### config.mk
export PLATFORM = sky130hd
export DESIGN_NAME = lab1_gate_tester
export DESIGN_NICKNAME = d
export VERILOG_FILES = /design/src/rtl/lab1_gate_tester.sv
export SDC_FILE = /design/constraint.sdc
export NUM_CORES = 1
export LEC_CHECK = 0
export CAP_MARGIN = 20
export CORE_ASPECT_RATIO = 1.1
export CORE_MARGIN = 2
export CORE_UTILIZATION = 35
export CTS_BUF_LIST = sky130_fd_sc_hd__clkbuf_4 sky130_fd_sc_hd__clkbuf_8
export DETAILED_ROUTE_END_ITERATION = 16
export SLEW_MARGIN = 20
export SYNTH_ARGS = -nofsm -noshare
export SYNTH_HDL_FRONTEND = slang
export SYNTH_SLANG_ARGS = --single-unit
export TNS_END_PERCENT = 10
### constraint.sdc
create_clock -name clk -period 4.4 [get_ports clk]
set_clock_uncertainty 0.1 [all_clocks]
set_input_delay 1.1 -clock clk [delete_from_list [all_inputs] [get_ports clk]]
set_output_delay 1.1 -clock clk [all_outputs]
set_load 0.01 [all_outputs]
### src/rtl/lab1_gate_tester.sv
// Stimulus/response checker for the lab1 NAND-built AND/OR/NOT gate trio.
// Walks (A,B) through 00,01,10,11, settles, samples, and tallies mismatches.
module lab1_gate_tester #(
    parameter int unsigned SETTLE_CYCLES = 2,
    parameter int unsigned ERR_W         = 3
) (
    input  logic             clk,
    input  logic             reset,
    input  logic             start,
    input  logic             inAND,
    input  logic             inOR,
    input  logic             inNOT,
    output logic             outA,
    output logic             outB,
    output logic             busy,
    output logic             done,
    output logic             pass,
    output logic [ERR_W-1:0] err_count,
    output logic [1:0]       first_fail_vec,
    output logic             first_fail_valid
);

    localparam int unsigned CNT_W = 4;
    localparam int unsigned VEC_W = 2;
    localparam logic [CNT_W-1:0] LAST_WAIT = CNT_W'(SETTLE_CYCLES - 1);
    localparam logic [VEC_W-1:0] LAST_VEC  = VEC_W'(3);
    localparam logic [ERR_W-1:0] ERR_MAX   = {ERR_W{1'b1}};

    typedef enum logic [1:0] {
        IDLE   = 2'd0,
        SETTLE = 2'd1,
        CHECK  = 2'd2,
        DONE   = 2'd3
    } state_t;

    state_t            state;
    state_t            nextState;
    logic [VEC_W-1:0]  vec;
    logic [VEC_W-1:0]  vecNext;
    logic [CNT_W-1:0]  waitCnt;
    logic [CNT_W-1:0]  waitCntNext;
    logic [ERR_W-1:0]  errCountNext;
    logic [VEC_W-1:0]  firstFailVecNext;
    logic              firstFailValidNext;

    logic stimA;
    logic stimB;
    logic mismatch;

    // Golden comparison against the vector currently applied to the gates
    assign stimA    = vec[1];
    assign stimB    = vec[0];
    assign mismatch = (inAND != (stimA & stimB)) |
                      (inOR  != (stimA | stimB)) |
                      (inNOT != ~stimA);

    // Outputs decode registered state only; IDLE parks the stimulus at 00
    assign outA = (state != IDLE) & stimA;
    assign outB = (state != IDLE) & stimB;
    assign busy = (state == SETTLE) | (state == CHECK);
    assign done = (state == DONE);
    assign pass = done & (err_count == '0);

    always_ff @(posedge clk) begin
        if (reset) begin
            state            <= IDLE;
            vec              <= '0;
            waitCnt          <= '0;
            err_count        <= '0;
            first_fail_vec   <= '0;
            first_fail_valid <= 1'b0;
        end else begin
            state            <= nextState;
            vec              <= vecNext;
            waitCnt          <= waitCntNext;
            err_count        <= errCountNext;
            first_fail_vec   <= firstFailVecNext;
            first_fail_valid <= firstFailValidNext;
        end
    end

    always_comb begin
        nextState          = state;
        vecNext            = vec;
        waitCntNext        = waitCnt;
        errCountNext       = err_count;
        firstFailVecNext   = first_fail_vec;
        firstFailValidNext = first_fail_valid;

        case (state)
            // DONE accepts a restart exactly like IDLE, wiping old results
            IDLE, DONE: begin
                if (start) begin
                    nextState          = SETTLE;
                    vecNext            = '0;
                    waitCntNext        = '0;
                    errCountNext       = '0;
                    firstFailVecNext   = '0;
                    firstFailValidNext = 1'b0;
                end
            end
            SETTLE: begin
                waitCntNext = waitCnt + CNT_W'(1);
                if (waitCnt == LAST_WAIT) begin
                    nextState = CHECK;
                end
            end
            CHECK: begin
                if (mismatch) begin
                    if (err_count != ERR_MAX) begin
                        errCountNext = err_count + ERR_W'(1);
                    end
                    if (!first_fail_valid) begin
                        firstFailVecNext   = vec;
                        firstFailValidNext = 1'b1;
                    end
                end
                if (vec == LAST_VEC) begin
                    nextState = DONE;
                end else begin
                    vecNext     = vec + VEC_W'(1);
                    waitCntNext = '0;
                    nextState   = SETTLE;
                end
            end
            default: nextState = IDLE;
        endcase
    end

endmodule

After elaboration in Yosys (flattened, before gate mapping)
Index checks and enable logic that the tools add are counted.
{"block": "op_classes", "reduce_logical": 11, "mux": 20, "add_sub_neg": 3, "n_eq_ne": 15, "n_bitwise": 9}
{"cell": "$mux 2", "count": 7}
{"cell": "$pmux 4 s3", "count": 1}
{"cell": "$mux 3", "count": 3}
{"cell": "$mux 4", "count": 2}
{"cell": "$ne 2x2->1 const B", "count": 4}
{"cell": "$pmux 2 s2", "count": 2}
{"cell": "$reduce_and 4->1", "count": 2}
{"cell": "$eq 2x2->1 const B", "count": 3}
{"cell": "$pmux 2 s3", "count": 1}
{"cell": "$pmux 3 s2", "count": 1}
{"cell": "$reduce_and 3->1", "count": 2}
{"cell": "$add 4x1->4 const B", "count": 1}
{"cell": "$and 1x1->1", "count": 4}
{"cell": "$eq 4x1->1 const B", "count": 1}
{"cell": "$ne 2x1->1 const B", "count": 2}
{"cell": "$or 1x1->1", "count": 4}
{"cell": "$reduce_and 2->1", "count": 2}
{"cell": "$reduce_bool 2->1", "count": 2}
{"cell": "$add 3x1->3 const B", "count": 1}
{"cell": "$logic_not 3->1", "count": 1}
{"cell": "$ne 1x1->1", "count": 3}
{"cell": "$ne 3x3->1 const B", "count": 1}
{"cell": "$add 2x1->2 const B", "count": 1}
{"cell": "$eq 2x1->1 const B", "count": 1}
{"cell": "5 further kinds", "count": 6}
{"block": "totals", "word_cells": 64, "output_inout_bits": 11, "in_bits": 6, "ff_bits": 14}

Longest topological paths before layout
{"block": "logic_depth", "ltp_word": 6, "mapped_depth": 6, "depth_no_buf": 6}

Worst setup path after synthesis
OpenSTA, ideal clock, no wires.
{"block": "synth_timing", "kind": "reg-to-output", "startpoint": "register state[0]", "endpoint": "output port busy", "required_ps": 3200, "arrival_time_ps": 852, "path_buffers": 0, "slack_ps": 2348, "stages_incl_launch_ff": 3, "cell_sequence": "dfxtp_1 inv_1 ha_1"}
{"block": "synth_between", "elab_chain_cells": 2, "word_cells_on_any_way": 3, "cone_classes": "eq/ne: 2; bitwise: 1"}
{"element": "start, declared", "line": "36", "rtl": "state_t state;"}
{"element": "start signal, assigned", "line": "73", "rtl": "state <= nextState;"}
{"element": "$eq 2x1->1 / $eq 2x2->1 (equally long branches)", "line": "60", "rtl": "assign busy = (state == SETTLE) | (state == CHECK);"}
{"element": "$or 1x1->1 *", "line": "60"}
{"element": "end, declared", "line": "15", "rtl": "output logic busy,"}
Every way passes the cells marked *; elsewhere a longest branch is shown, timed or not.

Worst setup path in the final report
Same ends and word-level chain as after synthesis.

==> results.sh <==
export IMPL_crit_required_ns=3.20
export IMPL_fin_hold_ws_ns=0.382
export IMPL_track_usage_pct=13.9
export IMPL_vias=759
export IMPL_crit_type="reg -> out"
export IMPL_tightest_slew_ns=0.485
export IMPL_yosysTopAreaCell="dfxtp_1"
export IMPL_critPathCaptureType="primary output"
export IMPL_die_x_um=52.1
export IMPL_seq_area_frac_synth_pct=31.5
export IMPL_post_cts_buffers=0
export IMPL_wl_um=1760
export IMPL_die_y_um=56.9
export IMPL_p_leak_nw=0.438
export IMPL_nFillCells=246
export IMPL_gp_congestion=0.687
export IMPL_drive_gt1_share_pct=8.26
export IMPL_synth_cell_types=29
export IMPL_grt_pass1_wl_um=3150
export IMPL_syn_area_per_cell_um2=8.64
export IMPL_syn_to_final_growth_pct=24.9
export IMPL_start_util_pct=36.3
export IMPL_min_from="first_fail_vec[1]$_SDFFE_PP0P_"
export IMPL_antenna_found_initial=0
export IMPL_die_area_mm2=0.00296
export IMPL_period_minus_slack_ns=3.00
export IMPL_cts_buffers=3
export IMPL_cts_resized=0
export IMPL_firstDrtPassIters=4
export IMPL_p_total_mw=0.397
export IMPL_grt_pass1_vias=771
export IMPL_fin_util_pct=45.4
export IMPL_synth_area_top_cells="dfxtp_1, ha_1, mux2i_1"
export IMPL_nNetsFinal=140
export IMPL_register_area_um2=280
export IMPL_diodes=0
export IMPL_synth_net_count=121
export IMPL_place_hpwl_um=1350
export IMPL_power_density_mw_per_mm2=358
export IMPL_yosysWarningCount=0
export IMPL_ys_ff_latch=14
export IMPL_clock_fmax_ghz=0.334
export IMPL_finalSetupViolations=0
export IMPL_cts_path_max_buffers=2
export IMPL_io_buffers=16
export IMPL_grt_max_degree=16
export IMPL_start_kind="register"
export IMPL_ir_worst_vdd_uv=206
export IMPL_grt_overflow=0
export IMPL_grt_busiest_layer="met2"
export IMPL_hold_class="reg -> reg"
export IMPL_cts_tree="yes"
export IMPL_multi_input_area_um2=562
export IMPL_wl_per_cell_um=11.6
export IMPL_rsz0062_at_grt="no"
export IMPL_core_area_mm2=0.00245
export IMPL_worst_ep_arrival_time_ns=1.80
export IMPL_grt_met1_usage_pct=14.6
export IMPL_max_cap_violations=0
export IMPL_viasPerCell=4.99
export IMPL_ff2ff_setup_slack_ns=2.42
export IMPL_min_period_over_period_pct=68.1
export IMPL_crit_path_start="state[0]$_SDFFE_PP0P_"
export IMPL_worst_path_max_fanout=7
export IMPL_ant_nets=0
export IMPL_num_rows=19
export IMPL_mostFrequentLayoutCell="clkdlybuf4s50_1"
export IMPL_clock_sinks=14
export IMPL_synth_top_area_share_pct=31.5
export IMPL_drtIter0Drc=9
export IMPL_tns_ns=0
export IMPL_netlist_instances=103
export IMPL_synth_area_um2=890
export IMPL_met2_usage_pct=26.8
export IMPL_drc=0
export IMPL_slew_violations=0
export IMPL_io_pins=17
export IMPL_grt_use_met3_pct=2.39
export IMPL_hold_viol_final=0
export IMPL_cts_hold_buf=0
export IMPL_max_slew_margin_pct=67.6
export IMPL_clock_latency_ns=0.28
export IMPL_status="finished clean"
export IMPL_mostFrequentLayoutCells="clkdlybuf4s50_1, dfxtp_1, nand2_1, ha_1, inv_1"
export IMPL_htree_levels=1
export IMPL_path_clk_slew_ns=0.10
export IMPL_timing_rr_start="state[0]$_SDFFE_PP0P_"
export IMPL_cts_root_buf="clkbuf_4"
[through the flow]
stage / std cells / instance area [µm²] / setup WS (ns)
global placement: 148 / 1070 / 1.68
CTS: 152 / 1110 / 1.40
finish: 152 / 1110 / 1.40
global route: 152 / 1110 / 1.31
floorplan: 103 / 890 / 2.35
detailed placement: 148 / 1070 / 1.64
[worst max-delay path, cell delays in order, from the launching register on]
cell,delay [ns]
dfxtp_1,0.42
inv_1,0.09
ha_1,0.42
clkdlybuf4s50_1,0.58
[cell type report]
type	instances	share of cell area [%]
Timing Repair Buffer	16	14.4
Inverter	9	3.04
Sequential cell	14	25.2
Multi-Input combinational cell	78	50.6
Clock buffer	4	3.27
Tap cell	31	3.49
[worst paths after layout]
path | endpoint | cells past startpoint
worst max-delay path | busy | 3
worst min-delay path | first_fail_vec[1]$_SDFFE_PP0P_ | 2
worst max register to register | waitCnt[3]$_SDFFE_PP0P_ | 6
worst min register to register | first_fail_vec[1]$_SDFFE_PP0P_ | 2
[power by group]
| part | leakage [nW] | switching (mW) | internal (mW) |
|---|---|---|---|
| logic | 0.303 | 0.0805 | 0.0735 |
| registers | 0.113 | 0.0105 | 0.136 |
| clock network | 0.0210 | 0.0466 | 0.0503 |
| total | 0.438 | 0.138 | 0.260 |
[per-layer routing]
layer / wire [µm] / vias up
li1: - / 385
met1: 725 / 354
met2: 949 / 16
met3: 66 / 4
met4: 23 / 0
met5: 0 / -
[flip-flops by register name, indices dropped and copies added, names as in the netlist]
register / count
first_fail_valid: 1
err_count: 3
state: 2
waitCnt: 4
first_fail_vec: 2
vec: 2
[kinds of logic (layout without fill, tap and decap cells)]
| logic type | count (synthesis) | count (layout) | share of synthesized area, % |
|---|---|---|---|
| buffers and inverters | 11 | 29 | 5.34 |
| DFF | 14 | 14 | 31.5 |
| muxes | 7 | 7 | 8.16 |
| AOI/OAI and AO/OA | 16 | 16 | 12.1 |
| and+or+nand+nor | 40 | 40 | 23.1 |
| adders and majority gates | 12 | 12 | 16.9 |
| xor gates and xnor gates | 3 | 3 | 2.95 |
[synth_stat cells (all sizes together)]
cell type and count:
xnor2 1, and2 1, or3b 1, nor2 8
nand2b 5, xor2 2, and4bb 1, ha 12
nand4b 1, o21ai 3, o21ba 1, dfxtp 14
inv 9, buf 1, nor2b 1, nand4 1
mux2 2, a2bb2oi 1, nand2 12, nand3 4
dlygate4sd1 1, a211oi 2, and2b 1, or3 2
mux2i 5, nor3 2, a21o 1, a32oi 1
a21oi 7
Note: power is estimated with default switching activity, not from simulation.
